$ cat config.mk
export PLATFORM = sky130hd
export DESIGN_NAME = jpeg_raster_writer
export DESIGN_NICKNAME = d
export VERILOG_FILES = /design/src/rtl/jpeg_raster_writer.sv
export SDC_FILE = /design/constraint.sdc
export NUM_CORES = 1
export LEC_CHECK = 0
export CAP_MARGIN = 20
export CORE_MARGIN = 2
export CORE_UTILIZATION = 45
export DETAILED_ROUTE_END_ITERATION = 8
export DONT_BUFFER_PORTS = 1
export GPL_TIMING_DRIVEN = 0
export PLACE_DENSITY = 0.67
export SLEW_MARGIN = 10
export SYNTH_ARGS = -nofsm -noshare
export SYNTH_HDL_FRONTEND = slang
export SYNTH_SLANG_ARGS = --single-unit
export TNS_END_PERCENT = 100
$ cat constraint.sdc
create_clock -name clk_in -period 10.67 [get_ports clk_in]
set_input_delay 1.6005 -clock clk_in [delete_from_list [all_inputs] [get_ports clk_in]]
set_output_delay 1.6005 -clock clk_in [all_outputs]
set_load 0.01 [all_outputs]
$ cat src/rtl/jpeg_raster_writer.sv
// Converts 8x8-block raster rows into frame-buffer word writes with raster addressing,
// buffered through a small FIFO with sticky overflow and frame-position error flags.
`timescale 1ns/1ps
module jpeg_raster_writer #(
    parameter int unsigned WIDTH_BLOCKS  = 40,
    parameter int unsigned HEIGHT_BLOCKS = 30,
    parameter int unsigned ADDR_W        = 14,
    parameter int unsigned FIFO_DEPTH    = 4
) (
    input  logic              clk_in,
    input  logic              rst_in,
    input  logic [63:0]       row_in,
    input  logic              valid_in,
    input  logic              final_in,
    output logic [ADDR_W-1:0] wr_addr_out,
    output logic [63:0]       wr_data_out,
    output logic              wr_en_out,
    input  logic              wr_ready_in,
    output logic              frame_done_out,
    output logic              overflow_out,
    output logic              error_out
);

    localparam int unsigned COL_W   = (WIDTH_BLOCKS > 1) ? $clog2(WIDTH_BLOCKS) : 1;
    localparam int unsigned ROW_W   = (HEIGHT_BLOCKS > 1) ? $clog2(HEIGHT_BLOCKS) : 1;
    localparam int unsigned PTR_W   = (FIFO_DEPTH > 1) ? $clog2(FIFO_DEPTH) : 1;
    localparam int unsigned CNT_W   = PTR_W + 1;
    localparam int unsigned ENTRY_W = ADDR_W + 64 + 1;

    logic [2:0]         row_idx_q, row_idx_d;
    logic [COL_W-1:0]   col_blk_q, col_blk_d;
    logic [ROW_W-1:0]   row_blk_q, row_blk_d;
    logic [PTR_W-1:0]   rd_ptr_q, rd_ptr_d, wr_ptr_q, wr_ptr_d;
    logic [CNT_W-1:0]   count_q, count_d, remaining;
    logic [ENTRY_W-1:0] head_q, head_d, push_entry;
    logic [ENTRY_W-1:0] mem_q [FIFO_DEPTH];
    logic               wr_en_q, wr_en_d;
    logic               done_q, done_d;
    logic               overflow_q, overflow_d;
    logic               error_q, error_d;
    logic               at_last, pop, push, full;
    logic [ADDR_W-1:0]  push_addr;

    // Position counters, address generation and frame-position checking
    always_comb begin
        row_idx_d = row_idx_q;
        col_blk_d = col_blk_q;
        row_blk_d = row_blk_q;
        error_d   = error_q;
        at_last   = (row_idx_q == 3'd7) &&
                    (col_blk_q == COL_W'(WIDTH_BLOCKS - 1)) &&
                    (row_blk_q == ROW_W'(HEIGHT_BLOCKS - 1));
        push_addr = ADDR_W'(((32'(row_blk_q) * 32'd8) + 32'(row_idx_q)) * WIDTH_BLOCKS
                            + 32'(col_blk_q));
        push_entry = {push_addr, row_in, at_last};
        if (valid_in) begin
            if (final_in && !at_last) begin
                // Early final: resynchronise so the next row opens a new frame
                row_idx_d = 3'd0;
                col_blk_d = '0;
                row_blk_d = '0;
                error_d   = 1'b1;
            end else begin
                if (!final_in && at_last) begin
                    error_d = 1'b1;
                end
                if (row_idx_q == 3'd7) begin
                    row_idx_d = 3'd0;
                    if (col_blk_q == COL_W'(WIDTH_BLOCKS - 1)) begin
                        col_blk_d = '0;
                        if (row_blk_q == ROW_W'(HEIGHT_BLOCKS - 1)) begin
                            row_blk_d = '0;
                        end else begin
                            row_blk_d = row_blk_q + ROW_W'(1);
                        end
                    end else begin
                        col_blk_d = col_blk_q + COL_W'(1);
                    end
                end else begin
                    row_idx_d = row_idx_q + 3'd1;
                end
            end
        end
    end

    // FIFO control; the head is mirrored into registers so outputs hold when empty
    always_comb begin
        pop        = wr_en_q && wr_ready_in;
        full       = (count_q == CNT_W'(FIFO_DEPTH));
        push       = valid_in && (!full || pop);
        overflow_d = overflow_q || (valid_in && full && !pop);
        count_d    = count_q + CNT_W'(push) - CNT_W'(pop);
        rd_ptr_d   = rd_ptr_q + PTR_W'(pop);
        wr_ptr_d   = wr_ptr_q + PTR_W'(push);
        remaining  = count_q - CNT_W'(pop);
        head_d     = head_q;
        if (remaining != '0) begin
            head_d = mem_q[rd_ptr_d];
        end else if (push) begin
            head_d = push_entry;
        end
        wr_en_d = (count_d != '0);
        done_d  = pop && head_q[0];
    end

    always_ff @(posedge clk_in or negedge rst_in) begin
        if (!rst_in) begin
            row_idx_q  <= 3'd0;
            col_blk_q  <= '0;
            row_blk_q  <= '0;
            rd_ptr_q   <= '0;
            wr_ptr_q   <= '0;
            count_q    <= '0;
            head_q     <= '0;
            wr_en_q    <= 1'b0;
            done_q     <= 1'b0;
            overflow_q <= 1'b0;
            error_q    <= 1'b0;
        end else begin
            row_idx_q  <= row_idx_d;
            col_blk_q  <= col_blk_d;
            row_blk_q  <= row_blk_d;
            rd_ptr_q   <= rd_ptr_d;
            wr_ptr_q   <= wr_ptr_d;
            count_q    <= count_d;
            head_q     <= head_d;
            wr_en_q    <= wr_en_d;
            done_q     <= done_d;
            overflow_q <= overflow_d;
            error_q    <= error_d;
        end
    end

    // Storage needs no reset: only slots covered by count_q are ever read
    always_ff @(posedge clk_in) begin
        if (push) begin
            mem_q[wr_ptr_q] <= push_entry;
        end
    end

    assign wr_addr_out    = head_q[ENTRY_W-1 -: ADDR_W];
    assign wr_data_out    = head_q[64:1];
    assign wr_en_out      = wr_en_q;
    assign frame_done_out = done_q;
    assign overflow_out   = overflow_q;
    assign error_out      = error_q;

endmodule

==> results of run 1 <==
==> worst max-delay path by stage <==
stage | startpoint | end | slack (ns) | depth (start not counted)
after CTS | valid_in | wr_en_out | 6.34 | 12
after detailed placement | valid_in | wr_en_out | 5.73 | 12
after global placement | valid_in | mem_q[1][18] | -3.93 | 5
final | valid_in | wr_en_out | 6.34 | 12
after global routing | valid_in | wr_en_out | 6.09 | 12
after floorplan | valid_in | mem_q[1][0] | 1.86 | 5
==> power by group <==
group          internal [W]  switching [W]
clock network      0.000953       0.000626
logic              0.000953        0.00110
registers           0.00224       0.000174
total               0.00414        0.00190
==> synthesized netlist by cell type (all sizes together), types with 3 or more instances <==
master	count	share of area
nor2b	3	0.0011
nand2	160	0.035
inv	14	0.0030
o21bai	3	0.0013
ha	26	0.019
a31oi	72	0.026
o21ai	21	0.0061
and3	3	0.0011
buf	89	0.037
a21oi	6	0.0017
nor2	96	0.021
mux4	79	0.10
edfxtp	316	0.55
xnor2	12	0.0061
fa	3	0.0035
dfrtp	104	0.15
nand3	8	0.0023
a21o	6	0.0026
xor2	6	0.0030
clkbuf	42	0.0091
==> through the flow <==
step	hold WS [ns]	setup TNS (ns)
floorplan	0.4720	0
CTS	0.5085	0
global placement	0.4805	-567.47
detailed placement	0.4947	0
finish	0.5009	0
global route	0.5329	0
==> routing by layer <==
metal,part of all wire,GRT usage
met4,0.015,0.04938
met1,0.44,0.2540
met2,0.49,0.3027
met3,0.059,0.03948
met5,0,0
==> registers in the layout, indices dropped and copies added (netlist names) <==
name            flops
rd_ptr_q            2
head_q             79
error_out           1
row_blk_q           5
row_idx_q           3
col_blk_q           6
frame_done_out      1
wr_en_out           1
count_q             3
mem_q             316
overflow_out        1
wr_ptr_q            2
==> cell families after synthesis <==
kind of cell    Yosys count  synth area share
mux                      81            0.1044
compound gates          122           0.04535
flops                   420            0.7012
xor+xnor                 18          0.009142
fa+ha+maj                29           0.02235
simple gates            288           0.06813
buf+inv                 146           0.04948
==> critical path, stage by stage <==
cell and delay, ns:
clkbuf_1 0.23, nand2_1 0.18, clkbuf_1 0.66, clkbuf_1 0.56, ha_1 0.35, inv_1 0.05, ha_1 0.12, inv_1 0.04
fa_1 0.37, xnor2_1 0.15, xnor2_1 0.14, or3_1 0.31
==> area by class of cell <==
type	count	area share
Antenna cell	1	0.0001266
Buffer	131	0.04031
Clock buffer	63	0.06398
Clock inverter	19	0.01266
Inverter	15	0.002848
Multi-Input combinational cell	538	0.2186
Sequential cell	420	0.6115
Tap cell	511	0.03234
Timing Repair Buffer	26	0.01759
==> results.toml, run 1 <==
[power_and_ir_drop]
p_per_area_nw_per_um2 = 305.8
ir_drop_mv = 0.1476
total_power_w = 0.006047
p_leak_nw = 7.292

[clock_tree]
cts_tree = "built"
cts_resized = 0
htreeDepth = 2
cts.hold.buffers_added = 0
path_clk_slew_ns = 0.06
clkLatencyLatePin_ns = 0.56
clock_sinks = 420
cts_buffer_depth = 3
cts_buffers = 44
postCtsSetupRepairBufs = 0
cts_root_buf = "clkbuf_16"

[layout]
multi_input_area_sq_um = 4323
drive_above_1_share = 0.2252
instances_no_fill = 1724
postLayoutCoreUtil = 0.5249
final_cell_mix = "edfxtp_1 (316), nand2_1 (160), dfrtp_1 (104)"
nNetsFinal = 1274
final_area_sq_um = 19770
fillers = 3124
final_common_cell = "edfxtp_1"
areaGrowthSynthToFinish_pct = 14.66
regArea_sq_um = 12090

[synthesis]
synth_edf_count = 316
synth_area_per_cell_sq_um = 15.62
ys_seq_area_frac = 0.7012
syn_inst = 1104
netlist_area_sq_um = 17250
synth_cell_type_count = 50
synthFlopType = "edfxtp_1"
synth_warnings = 0
synthArstFlopShare = 0.2476
synth_nets = 1202
ys_seq_elements = 420

[global_route]
track_usage = 0.1851
first_global_vias = 9525
antenna_found_initial = 1
grt_max_degree = 105
grt-ovfl-total = 0
grt_pass1_wl_microns = 55750

[floorplan]
fp.dieW_microns = 199.8
core_sq_um = 37670
rows = 71
start_util = 0.4578
die_area_sq_um = 39900
die_y_microns = 199.8
ios = 151

[detailed_routing]
drtPass1Iterations = 5
drt_iter0_drc = 641
routed_wl_microns = 36180
viasPerCell = 5.375
vias = 9267
drc_errors = 0
wl_per_cell_microns = 20.99
antenna_left = 0

[sta]
slew_violations = 0
setup_ws_ns = 6.338
finalHoldViolCount = 0
slew_headroom = 0.3357
worst_slew_pin_slew_ns = 0.9964
fin_crit_ns = 4.332
rsz0062_at_grt = "no"
fin_crit_sh = 0.4060
max_clock_freq_ghz = 0.2308
finalSetupViolations = 0
fin_skew_ns = 0.02533

[critical_path]
ff2ff_path_depth = 13
end_kind = "register"
worstReg2RegEnd = "wr_en_out"
regToRegSetupSlack_ns = 6.95
arrival_ns = 4.77
crit_fanout = 10
r2r-start = "wr_en_out"
crit_required_ns = 11.11
crit_type = "in2reg"
cp-start-kind = "primary input"

[hold_path]
hold_depth = 1
holdPathEnd = "rd_ptr_q[0]"
hold_class = "reg2reg"
hp-start = "rd_ptr_q[0]"

[placed_design]
place_congestion = 0.7401
dpl_worst_slack_ns = 5.735
portBuffers = 0
hpwl_microns = 23970
place_area_sq_um = 18260
dp_cells = 1641

[status]
status = "finished, final reports clean"

[flow_run]
maxCapViolations = 0
Note: power is estimated with default switching activity, not from simulation.
==> inputs of run 2 (changes only) <==
==> constraint.sdc (replaced) <==
create_clock -name clk_in -period 4.1 [get_ports clk_in]
set_input_delay 0.615 -clock clk_in [delete_from_list [all_inputs] [get_ports clk_in]]
set_output_delay 0.615 -clock clk_in [all_outputs]
set_load 0.01 [all_outputs]
==> run 2 against run 1 <==
Cell count shrank 0.35%. Design area is essentially flat. Sequential cell count is the same. Routed wire length shrank 0.37%. Via count shrank 0.60%. Critical path depth grew 1. Clock-buffer cell count shrank 1. Sequential power grew to 2.6 times the previous value. Clock power grew to 2.5 times the previous value. Core utilization is essentially flat. First-iteration DRC count shrank 8.1%. Largest cell class unchanged. Largest power group unchanged.
==> results.toml, run 2 (synthesized netlist as in run 1, its figures left out) <==
[status]
status = "finished, final reports clean"

[detailed_routing]
drtPass1Iterations = 4
routed_wl_microns = 36050
drt_iter0_drc = 589
antenna_left = 0
vias = 9211
drc_errors = 0
wl_per_cell_microns = 20.98
viasPerCell = 5.361

[floorplan]
ios = 151
core_sq_um = 37670
start_util = 0.4578
rows = 71
die_area_sq_um = 39900
fp.dieW_microns = 199.8
die_y_microns = 199.8

[power_and_ir_drop]
ir_drop_mv = 0.3414
p_per_area_nw_per_um2 = 790.2
p_leak_nw = 7.249

[hold_path]
hold_class = "in2async"

[sta]
max_clock_freq_ghz = 0.2640
setup_ws_ns = 0.3127
fin_crit_ns = 3.787
hold_ws_ns = 0.02056
finalHoldViolCount = 0
finalSetupViolations = 0
worst_slew_pin_slew_ns = 1.052
fin_crit_sh = 0.9237
rsz0062_at_grt = "no"
slew_headroom = 0.2986
fin_skew_ns = 0.02082
slew_violations = 0

[critical_path]
crit_required_ns = 4.52
crit_chain = "nor2_1, nand3_1, nand2_1, clkdlybuf4s15_1, clkbuf_1, ha_1, inv_1, ha_1, inv_1, fa_1, xnor2_1, xnor2_1, or3_1"
path_buf_inv = 4
crit_fanout = 10
end_kind = "register"
r2r-start = "count_q[1]"
worstReg2RegEnd = "wr_en_out"
cp_top_family = "buffers and inverters"
crit_type = "reg2reg"
crit_slowest_cell = "clkdlybuf4s15_1"
cp_slowest_stage_delay_ns = 0.71
regToRegSetupSlack_ns = 0.31
ff2ff_path_depth = 13
arrival_ns = 4.20
cp-start-kind = "register"

[clock_tree]
cts_buffers = 45
cts_root_buf = "clkbuf_16"
cts_buffer_depth = 3
clkLatencyLatePin_ns = 0.55
cts_tree = "built"
htreeDepth = 2
path_clk_slew_ns = 0.06
clock_sinks = 420

[placed_design]
place_area_sq_um = 18290
hpwl_microns = 23440
place_congestion = 0.7587
portBuffers = 0
dp_cells = 1634
dpl_worst_slack_ns = -0.02386

[layout]
reg_top3 = "mem_q: 316 flops, head_q: 79 flops, col_blk_q: 6 flops"
drive_above_1_share = 0.2171
nNetsFinal = 1269
final_cell_mix = "edfxtp_1 (316), nand2_1 (160), dfrtp_1 (104)"
largest_reg_flops = 316
max_flop_register = "mem_q"
postLayoutCoreUtil = 0.5247
insertedDiodeCount = 0
areaGrowthSynthToFinish_pct = 14.61
fillers = 3150
final_area_sq_um = 19760
final_common_cell = "edfxtp_1"
instances_no_fill = 1718

[global_route]
track_usage = 0.1844
grt-ovfl-total = 0
grt_pass1_wl_microns = 55640
antenna_found_initial = 0
grt_max_degree = 105
first_global_vias = 9530

[flow_run]
maxCapViolations = 0
==> run 2: changes by cell type in the layout (fill, tap and decap cells not counted), sizes merged <==
cell	change
clkinvlp	+2
clkdlybuf4s15	+1
inv	+1
clkbuf	-2
clkinv	-1
buf	-6
diode	-1
==> run 2: layout make-up <==
type	count	area, sq um	area share
multi-input cells	538	4335	0.2194
clock inverters	21	240.2	0.01215
well taps	511	639.4	0.03235
flip-flops and latches	420	12090	0.6118
inverters	15	56.30	0.002849
plain buffers	131	803.3	0.04064
repair buffers	20	397.9	0.02013
clock buffers	62	1200	0.06071
==> run 2: timing repair <==
item / CTS / global route
endpoints found under the hold margin: 104 / 0
hold buffers: 1 / 0
gates resized for setup: 0 / 2
endpoints found under the setup margin: 0 / 1
buffers inserted: 0 / 0
==> run 2: through the flow <==
step	TNS [ns]	power, W
2_1_floorplan	0	0.01030
3_3_place_gp	-648.11	0.01157
3_5_place_dp	-0.02386	0.01181
4_1_cts	0	0.01586
5_1_grt	0	0.01655
6_report	0	0.01562
==> run 2: report_power, final <==
part / switching, W / leakage (nW) / internal [W]
clock: 0.00161 / 0.696 / 0.00237
combinational: 0.00285 / 2.42 / 0.00251
sequential: 0.000462 / 4.14 / 0.00583
total: 0.00491 / 7.25 / 0.0107
==> run 2: worst max-delay path by stage <==
stage / startpoint / to / slack (ns) / depth (start not counted)
floorplan: valid_in / mem_q[1][0] / 0.15 / 5
global placement: valid_in / mem_q[1][21] / -2.25 / 5
detailed placement: valid_in / wr_en_out / -0.02 / 12
CTS: wr_en_out / wr_en_out / 0.20 / 13
global route: wr_en_out / wr_en_out / 0.01 / 13
finish: count_q[1] / wr_en_out / 0.31 / 13
==> run 2: metal layers <==
metal / vias up / GRT usage / wire (microns)
met5: - / 0 / 0
met3: 46 / 0.03881 / 2005
met2: 198 / 0.3086 / 18020
met4: 0 / 0.04993 / 675
met1: 4755 / 0.2467 / 15340
li1: 4212 / - / -
==> inputs of run 3 (changes only) <==
--- a/config.mk
+++ b/config.mk
@@ -6,12 +6,15 @@
 export NUM_CORES = 1
 export LEC_CHECK = 0
 export CAP_MARGIN = 20
+export CELL_PAD_IN_SITES_DETAIL_PLACEMENT = 2
+export CELL_PAD_IN_SITES_GLOBAL_PLACEMENT = 2
 export CORE_MARGIN = 2
 export CORE_UTILIZATION = 45
+export CTS_CLUSTER_SIZE = 25
 export DETAILED_ROUTE_END_ITERATION = 8
 export DONT_BUFFER_PORTS = 1
 export GPL_TIMING_DRIVEN = 0
-export PLACE_DENSITY = 0.67
+export PLACE_DENSITY = 0.84
 export SLEW_MARGIN = 10
 export SYNTH_ARGS = -nofsm -noshare
 export SYNTH_HDL_FRONTEND = slang
==> run 3 against run 2 <==
Clock power increased by 7.3%. Cell count unchanged. Fmax increased by 4.6%. Sequential share of layout area decreased by 0.27 points. Register-to-register slack improved by 0.17 ns. Total power increased by 5.1%. Worst setup slack improved by 0.17 ns. Non-clock buffer count unchanged. Die area unchanged. Via count increased by 6.5%. Design area increased by 0.45%. Largest cell class unchanged.
==> results.toml, run 3 (synthesized netlist as in run 1, its figures left out) <==
[floorplan]
start_util = 0.4578
fp.dieW_microns = 199.8
rows = 71
die_y_microns = 199.8
die_area_sq_um = 39900
ios = 151
core_sq_um = 37670

[critical_path]
crit_type = "reg2reg"
crit_chain = "nand2_1, nand3_1, nand2_1, clkbuf_2, clkbuf_1, ha_1, inv_1, ha_1, inv_1, fa_1, xnor2_1, xnor2_1, or3_1"
cp-start-kind = "register"
end_kind = "register"
timing.critical_path.from = "wr_en_out"
r2r-start = "wr_en_out"
path_buf_inv = 4
cp_slowest_stage_delay_ns = 0.61
crit_fanout = 10
crit_slowest_cell = "clkbuf_1"
arrival_ns = 4.06
cp_top_family = "buffers and inverters"
crit_required_ns = 4.54

[flow_run]
maxCapViolations = 0

[layout]
final_cell_mix = "edfxtp_1 (316), nand2_1 (160), dfrtp_1 (104)"
insertedDiodeCount = 0
drive_above_1_share = 0.2270
final_common_cell = "edfxtp_1"
max_flop_register = "mem_q"
instances_no_fill = 1718
nNetsFinal = 1269
areaGrowthSynthToFinish_pct = 15.12
postLayoutCoreUtil = 0.5271
largest_reg_flops = 316
reg_top3 = "mem_q: 316 flops, head_q: 79 flops, col_blk_q: 6 flops"

[placed_design]
hpwl_microns = 30770
portBuffers = 0
dpl_worst_slack_ns = -0.08895
place_congestion = 0.7099
dp_cells = 1633

[detailed_routing]
wl_per_cell_microns = 27.60
viasPerCell = 5.712
antenna_left = 0
drtPass1Iterations = 5
routed_wl_microns = 47410
drt_iter0_drc = 700
drc_errors = 0
vias = 9814

[sta]
fin_skew_ns = 0.02490
fin_crit_ns = 3.621
worst_slew_pin_slew_ns = 1.076
finalHoldViolCount = 0
rsz0062_at_grt = "no"
max_clock_freq_ghz = 0.2762
fin_crit_sh = 0.8832
tns_ns = 0
setup_ws_ns = 0.4789
finalSetupViolations = 0
slew_violations = 0
slew_headroom = 0.2805

[clock_tree]
cts_tree = "built"
path_clk_slew_ns = 0.07
htreeDepth = 2
cts_buffers = 45
cts_root_buf = "clkbuf_16"
clkLatencyLatePin_ns = 0.58
cts_buffer_depth = 3
clock_sinks = 420
postCtsSetupRepairBufs = 0

[hold_path]
hp-start = "row_in[62]"
hold_class = "in2reg"

[global_route]
first_global_vias = 11044
track_usage = 0.2443
antenna_found_initial = 0
grt_pass1_wl_microns = 70910
grt-ovfl-total = 0
grt_max_degree = 105

[power_and_ir_drop]
p_per_area_nw_per_um2 = 826.5
total_power_w = 0.01641
p_leak_nw = 7.288
ir_drop_mv = 0.3777

[status]
status = "finished, final reports clean"
-- run 3: routing by layer --
metal	track usage	part of all wire	wire (microns)
met5	0	0	0
met4	0.07078	0.026	1216
met3	0.04940	0.053	2522
met2	0.4244	0.52	24430
met1	0.3121	0.41	19240
-- run 3: final cells by class --
type	count	area (sq um)
inverters	15	56.30
clock buffers	59	1261
plain buffers	131	798.3
well taps	511	639.4
flip-flops and latches	420	12090
clock inverters	24	290.3
fillers	3432	17810
repair buffers	20	380.4
multi-input cells	538	4335
-- run 3: worst paths after layout --
check,slack (ns),cells after the start,to
max,0.48,13,wr_en_out
min,0.13,0,mem_q[2][63]
max reg2reg,0.48,13,wr_en_out
min reg2reg,0.52,1,error_out
max in group asynchronous,2.80,2,head_q[42]
min in group asynchronous,0.68,2,head_q[27]
-- run 3: report_power, final --
part	internal (W)	switching [W]
Clock	0.00255	0.00171
Sequential	0.00583	0.000577
Combinational	0.00250	0.00323
-- run 3: per-stage QoR --
step / instance area, sq um / hold WS (ns)
after global placement: 17910 / 0.3219
after global routing: 19850 / 0.1025
after CTS: 19840 / 0.02502
after floorplan: 17270 / 0.3194
after detailed placement: 18260 / 0.3221
final: 19850 / 0.1278
-- run 3: what timing repair did --
| item | 4_1_cts | 5_1_grt |
|---|---|---|
| setup endpoints to repair | 0 | 1 |
| hold buffers | 1 | 1 |
| hold endpoints to repair | 104 | 23 |
| gates resized for setup | 0 | 3 |
